**src/rtl/fifo_rd_arbiter.sv**
```systemverilog
// rtl/fifo_rd_arbiter.sv - round-robin burst arbiter sharing the async FIFO read port
//
// Purpose:
//   Shares the rclk-domain read port of the async FIFO between NUM_REQ
//   consumers. A round-robin grant with a burst cap drives fifo_r_en, and each
//   returned word is tagged with the index of the consumer that owns it.
//
// Ports:
//   rclk        in   read-domain clock
//   rrst_n      in   asynchronous active-low reset
//   req         in   level request per consumer, held while wanting data
//   fifo_empty  in   registered empty flag from the read-pointer handler
//   fifo_rdata  in   FIFO read data, valid the cycle after fifo_r_en
//   fifo_r_en   out  FIFO read enable (combinational)
//   gnt         out  one-hot grant (registered)
//   rd_valid    out  rd_data/rd_id valid this cycle
//   rd_data     out  pass-through of fifo_rdata
//   rd_id       out  consumer index owning rd_data
//
// Build option:
//   EMPTY_RELEASE_EN - when defined, an owner that sees fifo_empty gives up
//   its grant immediately instead of stalling on it.

module fifo_rd_arbiter #(
  parameter int NUM_REQ    = 4,
  parameter int DATA_WIDTH = 8,
  parameter int BURST_LEN  = 4,
  localparam int ID_W      = $clog2(NUM_REQ)
) (
  input  logic                  rclk,
  input  logic                  rrst_n,
  input  logic [NUM_REQ-1:0]    req,
  input  logic                  fifo_empty,
  input  logic [DATA_WIDTH-1:0] fifo_rdata,
  output logic                  fifo_r_en,
  output logic [NUM_REQ-1:0]    gnt,
  output logic                  rd_valid,
  output logic [DATA_WIDTH-1:0] rd_data,
  output logic [ID_W-1:0]       rd_id
);

  localparam int CNT_W = (BURST_LEN > 1) ? $clog2(BURST_LEN) : 1;

  typedef enum logic {
    IDLE  = 1'b0,
    BURST = 1'b1
  } state_t;

  state_t             r_state;
  logic [ID_W-1:0]    r_owner;
  logic [ID_W-1:0]    r_last;
  logic [CNT_W-1:0]   r_count;
  logic [NUM_REQ-1:0] r_gnt;
  logic               r_rd_valid;
  logic [ID_W-1:0]    r_rd_id;

  logic               w_found;
  logic [ID_W-1:0]    w_pick;
  logic [ID_W-1:0]    w_idx;
  logic               w_owner_req;
  logic               w_rd_en;
  logic               w_last_beat;

  // Search starts one past the previous winner so every waiting requester
  // is reached within NUM_REQ-1 grants.
  always_comb begin
    w_found = 1'b0;
    w_pick  = r_last;
    w_idx   = r_last;
    for (int i = 1; i <= NUM_REQ; i++) begin
      w_idx = ID_W'((int'(r_last) + i) % NUM_REQ);
      if (!w_found && req[w_idx]) begin
        w_found = 1'b1;
        w_pick  = w_idx;
      end
    end
  end

  // A beat needs the owner still requesting and data available; an owner
  // dropping req therefore never receives a word in its drop cycle.
  assign w_owner_req = req[r_owner];
  assign w_rd_en     = (r_state == BURST) && w_owner_req && !fifo_empty;
  assign w_last_beat = w_rd_en && (r_count == CNT_W'(BURST_LEN - 1));

  always_ff @(posedge rclk or negedge rrst_n) begin
    if (!rrst_n) begin
      r_state    <= IDLE;
      r_owner    <= '0;
      r_last     <= ID_W'(NUM_REQ - 1);
      r_count    <= '0;
      r_gnt      <= '0;
      r_rd_valid <= 1'b0;
      r_rd_id    <= '0;
    end else begin
      r_rd_valid <= w_rd_en;
      if (w_rd_en) begin
        r_rd_id <= r_owner;
      end
      case (r_state)
        IDLE: begin
          r_count <= '0;
          if (w_found) begin
            r_owner <= w_pick;
            r_gnt   <= NUM_REQ'(1) << w_pick;
            r_state <= BURST;
          end else begin
            r_gnt <= '0;
          end
        end
        BURST: begin
          if (!w_owner_req || w_last_beat) begin
            r_gnt   <= '0;
            r_last  <= r_owner;
            r_state <= IDLE;
          end else if (w_rd_en) begin
            r_count <= r_count + CNT_W'(1);
`ifdef EMPTY_RELEASE_EN
          end else if (fifo_empty) begin
            r_gnt   <= '0;
            r_last  <= r_owner;
            r_state <= IDLE;
`endif
          end
        end
        default: begin
          r_gnt   <= '0;
          r_state <= IDLE;
        end
      endcase
    end
  end

  assign fifo_r_en = w_rd_en;
  assign gnt       = r_gnt;
  assign rd_valid  = r_rd_valid;
  assign rd_data   = fifo_rdata;
  assign rd_id     = r_rd_id;

endmodule

```
**config.mk**
```make
export PLATFORM = sky130hd
export DESIGN_NAME = fifo_rd_arbiter
export DESIGN_NICKNAME = d
export VERILOG_FILES = /design/src/rtl/fifo_rd_arbiter.sv
export SDC_FILE = /design/constraint.sdc
export NUM_CORES = 1
export LEC_CHECK = 0
export CELL_PAD_IN_SITES_DETAIL_PLACEMENT = 0
export CELL_PAD_IN_SITES_GLOBAL_PLACEMENT = 1
export CORE_MARGIN = 10
export CORE_UTILIZATION = 32
export CTS_BUF_LIST = sky130_fd_sc_hd__clkbuf_4 sky130_fd_sc_hd__clkbuf_8
export DETAILED_ROUTE_END_ITERATION = 6
export GPL_TIMING_DRIVEN = 1
export PLACE_DENSITY_LB_ADDON = 0.1
export SKIP_LAST_GASP = 1
export SYNTH_ARGS = -nofsm -noshare
export SYNTH_HDL_FRONTEND = slang
export SYNTH_SLANG_ARGS = --single-unit
```
**constraint.sdc**
```tcl
create_clock -name rclk -period 2.1 [get_ports rclk]
set_input_delay 0.315 -clock rclk [delete_from_list [all_inputs] [get_ports rclk]]
set_output_delay 0.315 -clock rclk [all_outputs]
set_load 0.005 [all_outputs]
```
==> metrics.md, run 1 <==
| Metric | Value |
|---|---|
| Status | `complete, no violations` |
| Largest net degree at the start of global routing | `15` |
| Post-route ant nets | `0` |
| CTS sink count | `14` |
| Setup Viol. Count Final | `0` |
| Drt total wl | `1.57 mm` |
| Post-synth ARST share | `100%` |
| Post-Synthesis Cells | `68` |
| Unrepaired setup endpoints after global routing | `false` |
| Syn Area/Cell | `10.9 µm²` |
| First-pass GRT wire length | `2.66 mm` |
| Multiplexer share of the synthesized area | `11.4%` |
| Final layout net count | `102` |
| Total Power | `0.00129 W` |
| Vias in the first global route | `560` |
| Worst Hold Class | `in2async` |
| Crit-path max FO | `2` |
| Leak | `0.414 nW` |
| Clock Power Share | `13.5%` |
| Post-synthesis sequential area ratio | `47.5%` |
| Crit Reg-Reg Endpoint | `r_last[1]$_DFFE_PN1P_` |
| Yosys Warn Count | `0` |
| P per Cell Area | `1370 nW/µm²` |
| Synth area leaders | `dfrtp_1, buf_4, dfstp_2` |
| Number of top-level design ports | `31` |
| Hold Slack | `0.432 ns` |
| Drt pass-1 iters | `4` |
| Initial core utilization | `33.6%` |
| Mapped Area | `743 µm²` |
| Finished Layout Cells | `113` |
| R2r worst-path depth | `4` |
| Internal power component | `0.000858 W` |
| Layout cells sized above 1 | `25.9%` |
| Post-placement cell count | `108` |
| DR WL/cell | `13.8 µm` |
| F_max | `0.511 GHz` |
| Flop and latch count out of synthesis | `14` |
| Post-layout min period | `1.96 ns` |
| CTS tree | `yes` |
| Top cell type by total area after synthesis | `dfrtp_1` |
| Reg power frac | `39.6%` |
| Critical path type | `in2out` |
| Core area | `2210 µm²` |
| Synth cell count leaders | `dfrtp_1, buf_4, nand2_1` |
| RR Startpoint | `r_owner[1]$_DFFE_PN0P_` |
| Initial DRC count | `12` |
| Remaining global-route overflow | `0` |
| Clk root buf | `clkbuf_4` |
| Crit share post-route | `93.2%` |
| Synth Area in Simple Gates | `16.0%` |
| DRC Markers | `0` |
| Combinational fraction of design power | `47.0%` |
| Data arrival, critical path | `1.64 ns` |
| Die Wd | `68.2 µm` |
| Worst Tran Pin Value | `0.645 ns` |
| Area grow syn2layout | `26.4%` |
| Clock transition at path regs | `0.08 ns` |
| GR Util All Layers | `7.37%` |
| Sw Ratio | `33.3%` |
| Net Sw Power | `0.000429 W` |
| EDFF count, synth | `0` |
| Largest family of logic cells by synthesized area | `simple AND/OR/NAND/NOR gates` |
| Final instance area | `940 µm²` |
| Rows | `17` |
| Sum Neg Setup Slack | `0 ns` |
| Max-Slew Margin vs Limit | `56.9%` |
| Final Max Slew Viols | `0` |
| Syn nets | `84` |
| Post-DP HPWL | `1.23 mm` |
| Post-synthesis adder-cell area fraction | `1.68%` |
| Cell Area, Placed | `903 µm²` |
| Final Hold Violating Endpoints | `0` |
| Buffers on Ports | `14` |
| Worst reg2reg setup slack | `0.37 ns` |
| Count leader, synth | `dfrtp_1` |
| CP Capture Type | `output port` |
| Synth Area in XOR/XNOR | `1.18%` |
| Antenna cells | `0` |
| Layout fillers | `232` |
| Compound-Gate Fraction of Synth Area | `13.6%` |
| Area share of the largest cell type after synthesis | `40.4%` |
| Worst-Skew Late Latency | `0.28 ns` |
| Dominant synthesized flop cell | `dfrtp_1` |
| CTS Buf Count | `3` |
| Initial antenna violation count | `0` |
| Startpoint types | `input pin` |
| Max cap viols | `0` |
| Hold_buf cts | `0` |
| Max VDD drop | `566 µV` |
| Largest buffer count on any clock path | `2` |
| Htree depth | `1` |
| Distinct cells, synth | `30` |
| Die height | `68.2 µm` |
| Placer congestion estimate | `0.790` |
| DR vias | `543` |
| WP data required | `1.78 ns` |
| Layout Skew | `0.00174 ns` |
| Vias/cell | `4.81` |
| Die area | `4650 µm²` |
==> worst max-delay path: stages <==
cell	delay [ns]
clkdlybuf4s50_1	0.41
mux4_2	0.52
nand2_2	0.10
nor2_4	0.03
dlygate4sd2_1	0.26
==> power groups by stage <==
stage          clock network [W]  logic (W)  registers (W)
2_1_floorplan                  0   0.000363       0.000500
3_3_place_gp                   0   0.000601       0.000518
3_5_place_dp                   0   0.000600       0.000521
4_1_cts                 0.000173   0.000616       0.000512
5_1_grt                 0.000186   0.000679       0.000530
6_report                0.000173   0.000605       0.000510
==> area by class of cell <==
type	count	area (µm²)	area share [%]
well taps	28	35.0	3.73
clock buffers	4	30.0	3.20
flip-flops and latches	14	353	37.5
repair buffers	21	191	20.4
inverters	1	3.75	0.399
multi-input cells	45	327	34.8
==> per-layer routing <==
metal  up-vias  share of wire, %  track usage, %  wire length, µm
li1        266                 -               -                -
met4         0               2.1            4.27               33
met1       256                48            9.30              749
met2        13                42            10.5              653
met5         -                 0               0                0
met3         8               8.3            2.77              130
==> kinds of logic (layout without fill, tap and decap cells) <==
kind of cell | count (synthesis) | after routing
simple gates | 22 | 22
buf+inv | 9 | 26
xor+xnor | 1 | 1
compound gates | 15 | 15
flops | 14 | 14
fa+ha+maj | 1 | 1
mux | 6 | 6
==> stage by stage <==
| step | util [%] | worst slack [ns] |
|---|---|---|
| after global placement | 40.8 | -0.0461 |
| after floorplan | - | 0.574 |
| after detailed placement | 40.8 | -0.0670 |
| after CTS | 42.5 | 0.124 |
| after global routing | 42.5 | 0.0786 |
| final | 42.5 | 0.143 |
==> cell usage in the layout (no fill, tap or decap) <==
| master | synthesis | layout |
|---|---|---|
| clkdlybuf4s50_1 | 0 | 13 |
| dfrtp_1 | 12 | 12 |
| nand2_1 | 7 | 7 |
| buf_4 | 8 | 7 |
| clkbuf_4 | 0 | 4 |
| nor2_1 | 3 | 3 |
| a21oi_1 | 3 | 3 |
| o21ai_0 | 3 | 3 |
| nand2b_1 | 2 | 2 |
| nand3_1 | 2 | 2 |
| mux2_4 | 2 | 2 |
| a31oi_1 | 2 | 2 |
| a21o_1 | 2 | 2 |
| a22o_1 | 2 | 2 |
| mux2_2 | 2 | 2 |
| dfstp_2 | 2 | 2 |
| mux4_2 | 1 | 1 |
| nand2_2 | 1 | 1 |
| nor2_4 | 1 | 1 |
| and3_4 | 1 | 1 |
| or2_1 | 1 | 1 |
| inv_1 | 1 | 1 |
| or3_1 | 1 | 1 |
| mux2i_1 | 1 | 1 |
| nand4_1 | 1 | 1 |
| o21a_1 | 1 | 1 |
| a21boi_2 | 1 | 1 |
| xnor2_1 | 1 | 1 |
| and2_1 | 1 | 1 |
| nor3_1 | 1 | 1 |
| a21boi_0 | 1 | 1 |
| ha_1 | 1 | 1 |
| dlygate4sd2_1 | 0 | 1 |
==> sequential cells by signal (all words and copies together), names as in the netlist <==
| register | count |
|---|---|
| gnt | 4 |
| r_count | 2 |
| r_last | 2 |
| r_owner | 2 |
| rd_id | 2 |
| r_state | 1 |
| rd_valid | 1 |
==> what timing repair did <==
action                     CTS  global route
resized for setup            1             0
setup endpoints to repair    1             0
buffers inserted             1             0
==> how the worst max path moves through the flow <==
stage / start / to / slack [ns] / cells past startpoint
5_1_grt: req[1] / fifo_r_en / 0.08 / 5
2_1_floorplan: r_owner[1]$_DFFE_PN0P_ / r_last[1]$_DFFE_PN1P_ / 0.57 / 3
6_report: req[3] / fifo_r_en / 0.14 / 5
3_3_place_gp: req[1] / fifo_r_en / -0.05 / 5
3_5_place_dp: req[1] / fifo_r_en / -0.07 / 5
4_1_cts: req[1] / fifo_r_en / 0.12 / 5
No activity file was read; power rests on OpenSTA's default activity.
==> run 2: changes to the inputs <==
- CORE_MARGIN: 10 -> 2
- GPL_TIMING_DRIVEN: 1 -> 0
==> run 2 against run 1 <==
Effect of this change:
- largest power group unchanged
- flip-flop and latch count stayed put
- die area is 41% lower
- critical endpoint unchanged
- global-route usage is 5.2 points higher
- clock power is 2% lower
==> metrics.md, run 2 (same netlist as run 1, synthesis figures left out) <==
| Metric | Value |
|---|---|
| Internal power component | `0.000866 W (was 0.000858 W)` |
| Sw Ratio | `32.5% (was 33.3%)` |
| Core area | `2210 µm² (unchanged)` |
| Max-Slew Margin vs Limit | `58.5% (was 56.9%)` |
| Final setup margin | `0.181 ns (was 0.143 ns)` |
| Remaining global-route overflow | `0 (unchanged)` |
| Crit share post-route | `91.4% (was 93.2%)` |
| Drt total wl | `1.39 mm (was 1.57 mm)` |
| Cell Area, Placed | `998 µm² (was 903 µm²)` |
| Die area | `2720 µm² (was 4650 µm²)` |
| Final Hold Violating Endpoints | `0 (unchanged)` |
| Area grow syn2layout | `39.6% (was 26.4%)` |
| Layout cells sized above 1 | `26.0% (was 25.9%)` |
| Register area | `353 µm² (unchanged)` |
| Initial core utilization | `33.6% (unchanged)` |
| Finished Layout Cells | `124 (was 113)` |
| Htree depth | `1 (unchanged)` |
| WP data required | `1.78 ns (about the same)` |
| Setup WS pre-CTS | `-0.191 ns (was -0.0670 ns)` |
| Clock transition at path regs | `0.08 ns (about the same)` |
| Initial antenna violation count | `0 (unchanged)` |
| Status | `complete, no violations (unchanged)` |
| Startpoint types | `flop (was input pin)` |
| Combinational fraction of design power | `47.5% (was 47.0%)` |
| DR WL/cell | `11.2 µm (was 13.8 µm)` |
| DRC Markers | `0 (unchanged)` |
| Post-route ant nets | `0 (unchanged)` |
| F_max | `0.521 GHz (was 0.511 GHz)` |
| Max VDD drop | `550 µV (was 566 µV)` |
| Commonest non-fill, non-tap cell in the layout | `clkdlybuf4s50_1 (unchanged)` |
| Initial DRC count | `11 (was 12)` |
| Setup Viol. Count Final | `0 (unchanged)` |
| Clock Power Share | `13.2% (was 13.5%)` |
| Crit-path max FO | `4 (was 2)` |
| Post-DP HPWL | `1.07 mm (was 1.23 mm)` |
| Drt pass-1 iters | `4 (unchanged)` |
| Post-placement cell count | `118 (was 108)` |
| Clk root buf | `clkbuf_4 (unchanged)` |
| Unrepaired setup endpoints after global routing | `false (unchanged)` |
| First-pass GRT wire length | `2.49 mm (was 2.66 mm)` |
| Max reg flops | `4 (unchanged)` |
| Post-layout min period | `1.92 ns (was 1.96 ns)` |
| Largest buffer count on any clock path | `2 (unchanged)` |
| Hold Slack | `0.422 ns (was 0.432 ns)` |
| Data arrival, critical path | `1.60 ns (was 1.64 ns)` |
| GR Util All Layers | `12.5% (was 7.37%)` |
| Worst Hold Class | `in2async (unchanged)` |
| Final instance area | `1040 µm² (was 940 µm²)` |
| Net Sw Power | `0.000417 W (was 0.000429 W)` |
| Die Wd | `52.2 µm (was 68.2 µm)` |
| Largest net degree at the start of global routing | `15 (unchanged)` |
| Antenna cells | `0 (unchanged)` |
| Final Max Slew Viols | `0 (unchanged)` |
| Vias/cell | `4.69 (was 4.81)` |
| Rows | `17 (unchanged)` |
| Reg power frac | `39.4% (was 39.6%)` |
| P per Cell Area | `1240 nW/µm² (was 1370 nW/µm²)` |
| Layout Skew | `0.00206 ns (was 0.00174 ns)` |
| CP Capture Type | `output port (unchanged)` |
| CTS Buf Count | `3 (unchanged)` |
| Critical path type | `reg2out (was in2out)` |
| Placer congestion estimate | `0.834 (was 0.790)` |
| Post-route core utilization | `46.9% (was 42.5%)` |
| Vias in the first global route | `537 (was 560)` |
| Buffers on Ports | `22 (was 14)` |
| Leak | `0.464 nW (was 0.414 nW)` |
| CTS sink count | `14 (unchanged)` |
| CTS tree | `yes (unchanged)` |
| Max cap viols | `0 (unchanged)` |
| Worst-Skew Late Latency | `0.27 ns (was 0.28 ns)` |
| Area occupied by multi-input gates | `327 µm² (unchanged)` |
| Number of top-level design ports | `31 (unchanged)` |
| Final layout net count | `113 (was 102)` |
| DR vias | `582 (was 543)` |
| Layout fillers | `223 (was 232)` |
| Worst Tran Pin Value | `0.620 ns (was 0.645 ns)` |
| Commonest non-fill, non-tap cells in the layout | `clkdlybuf4s50_1, dfrtp_1, buf_4, nand2_1, dlygate4sd2_1 (was clkdlybuf4s50_1, dfrtp_1, nand2_1, buf_4, clkbuf_4)` |
| Die height | `52.2 µm (was 68.2 µm)` |
-- run 2: area by class of cell --
type | instances | area share [%]
flip-flops and latches | 14 | 34.0
multi-input cells | 45 | 31.5
repair buffers | 24 | 22.1
plain buffers | 8 | 5.79
well taps | 28 | 3.38
clock buffers | 4 | 2.90
inverters | 1 | 0.362
-- run 2: through the flow --
| step | total power (W) | setup TNS, ns |
|---|---|---|
| floorplan | 0.000863 | 0 |
| global placement | 0.00110 | -0.199 |
| detailed placement | 0.00110 | -0.191 |
| CTS | 0.00130 | 0 |
| global route | 0.00141 | 0 |
| finish | 0.00128 | 0 |
-- run 2: worst paths after layout --
check                                   endpoint  cells past startpoint              startpoint  slack (ns)
max reg2reg                r_last[1]$_DFFE_PN1P_                      4  r_owner[1]$_DFFE_PN0P_        0.41
max                                    fifo_r_en                      4  r_owner[1]$_DFFE_PN0P_        0.18
min                           rd_valid$_DFF_PN0_                      1                  rrst_n        0.42
min reg2reg                   gnt[0]$_DFFE_PN0P_                      2      gnt[0]$_DFFE_PN0P_        0.49
max in group asynchronous     gnt[1]$_DFFE_PN0P_                      1                  rrst_n        1.28
min in group rclk             gnt[0]$_DFFE_PN0P_                      2      gnt[0]$_DFFE_PN0P_        0.49
-- run 2: routing by layer --
| metal | share of wire, % | GRT usage (%) | up-vias | routed length, µm |
|---|---|---|---|---|
| met5 | 0 | 0 | - | 0 |
| met4 | 0.93 | 3.85 | 0 | 13 |
| met3 | 9.0 | 4.57 | 2 | 125 |
| met2 | 43 | 18.4 | 29 | 599 |
| met1 | 47 | 17.2 | 259 | 655 |
| li1 | - | - | 292 | - |
-- run 2: critical path, stage by stage, from the launching register on --
cell           delay [ns]
dfrtp_1              0.38
mux4_2               0.54
nand2_2              0.10
nor2_4               0.05
dlygate4sd2_1        0.26
-- run 2: repair_timing --
item / CTS / global route
setup buffers: 2 / 0
hold buffers: 0 / 0
endpoints found under the setup margin: 1 / 0
hold endpoints to repair: 0 / 0
resized for setup: 5 / 0
-- run 2: power by group through the flow --
| stage | Sequential (W) | Clock (W) | Combinational, W |
|---|---|---|---|
| detailed placement | 0.000517 | 0 | 0.000583 |
| finish | 0.000505 | 0.000169 | 0.000609 |
| global placement | 0.000510 | 0 | 0.000588 |
| CTS | 0.000507 | 0.000180 | 0.000616 |
| global route | 0.000530 | 0.000194 | 0.000681 |
| floorplan | 0.000500 | 0 | 0.000363 |
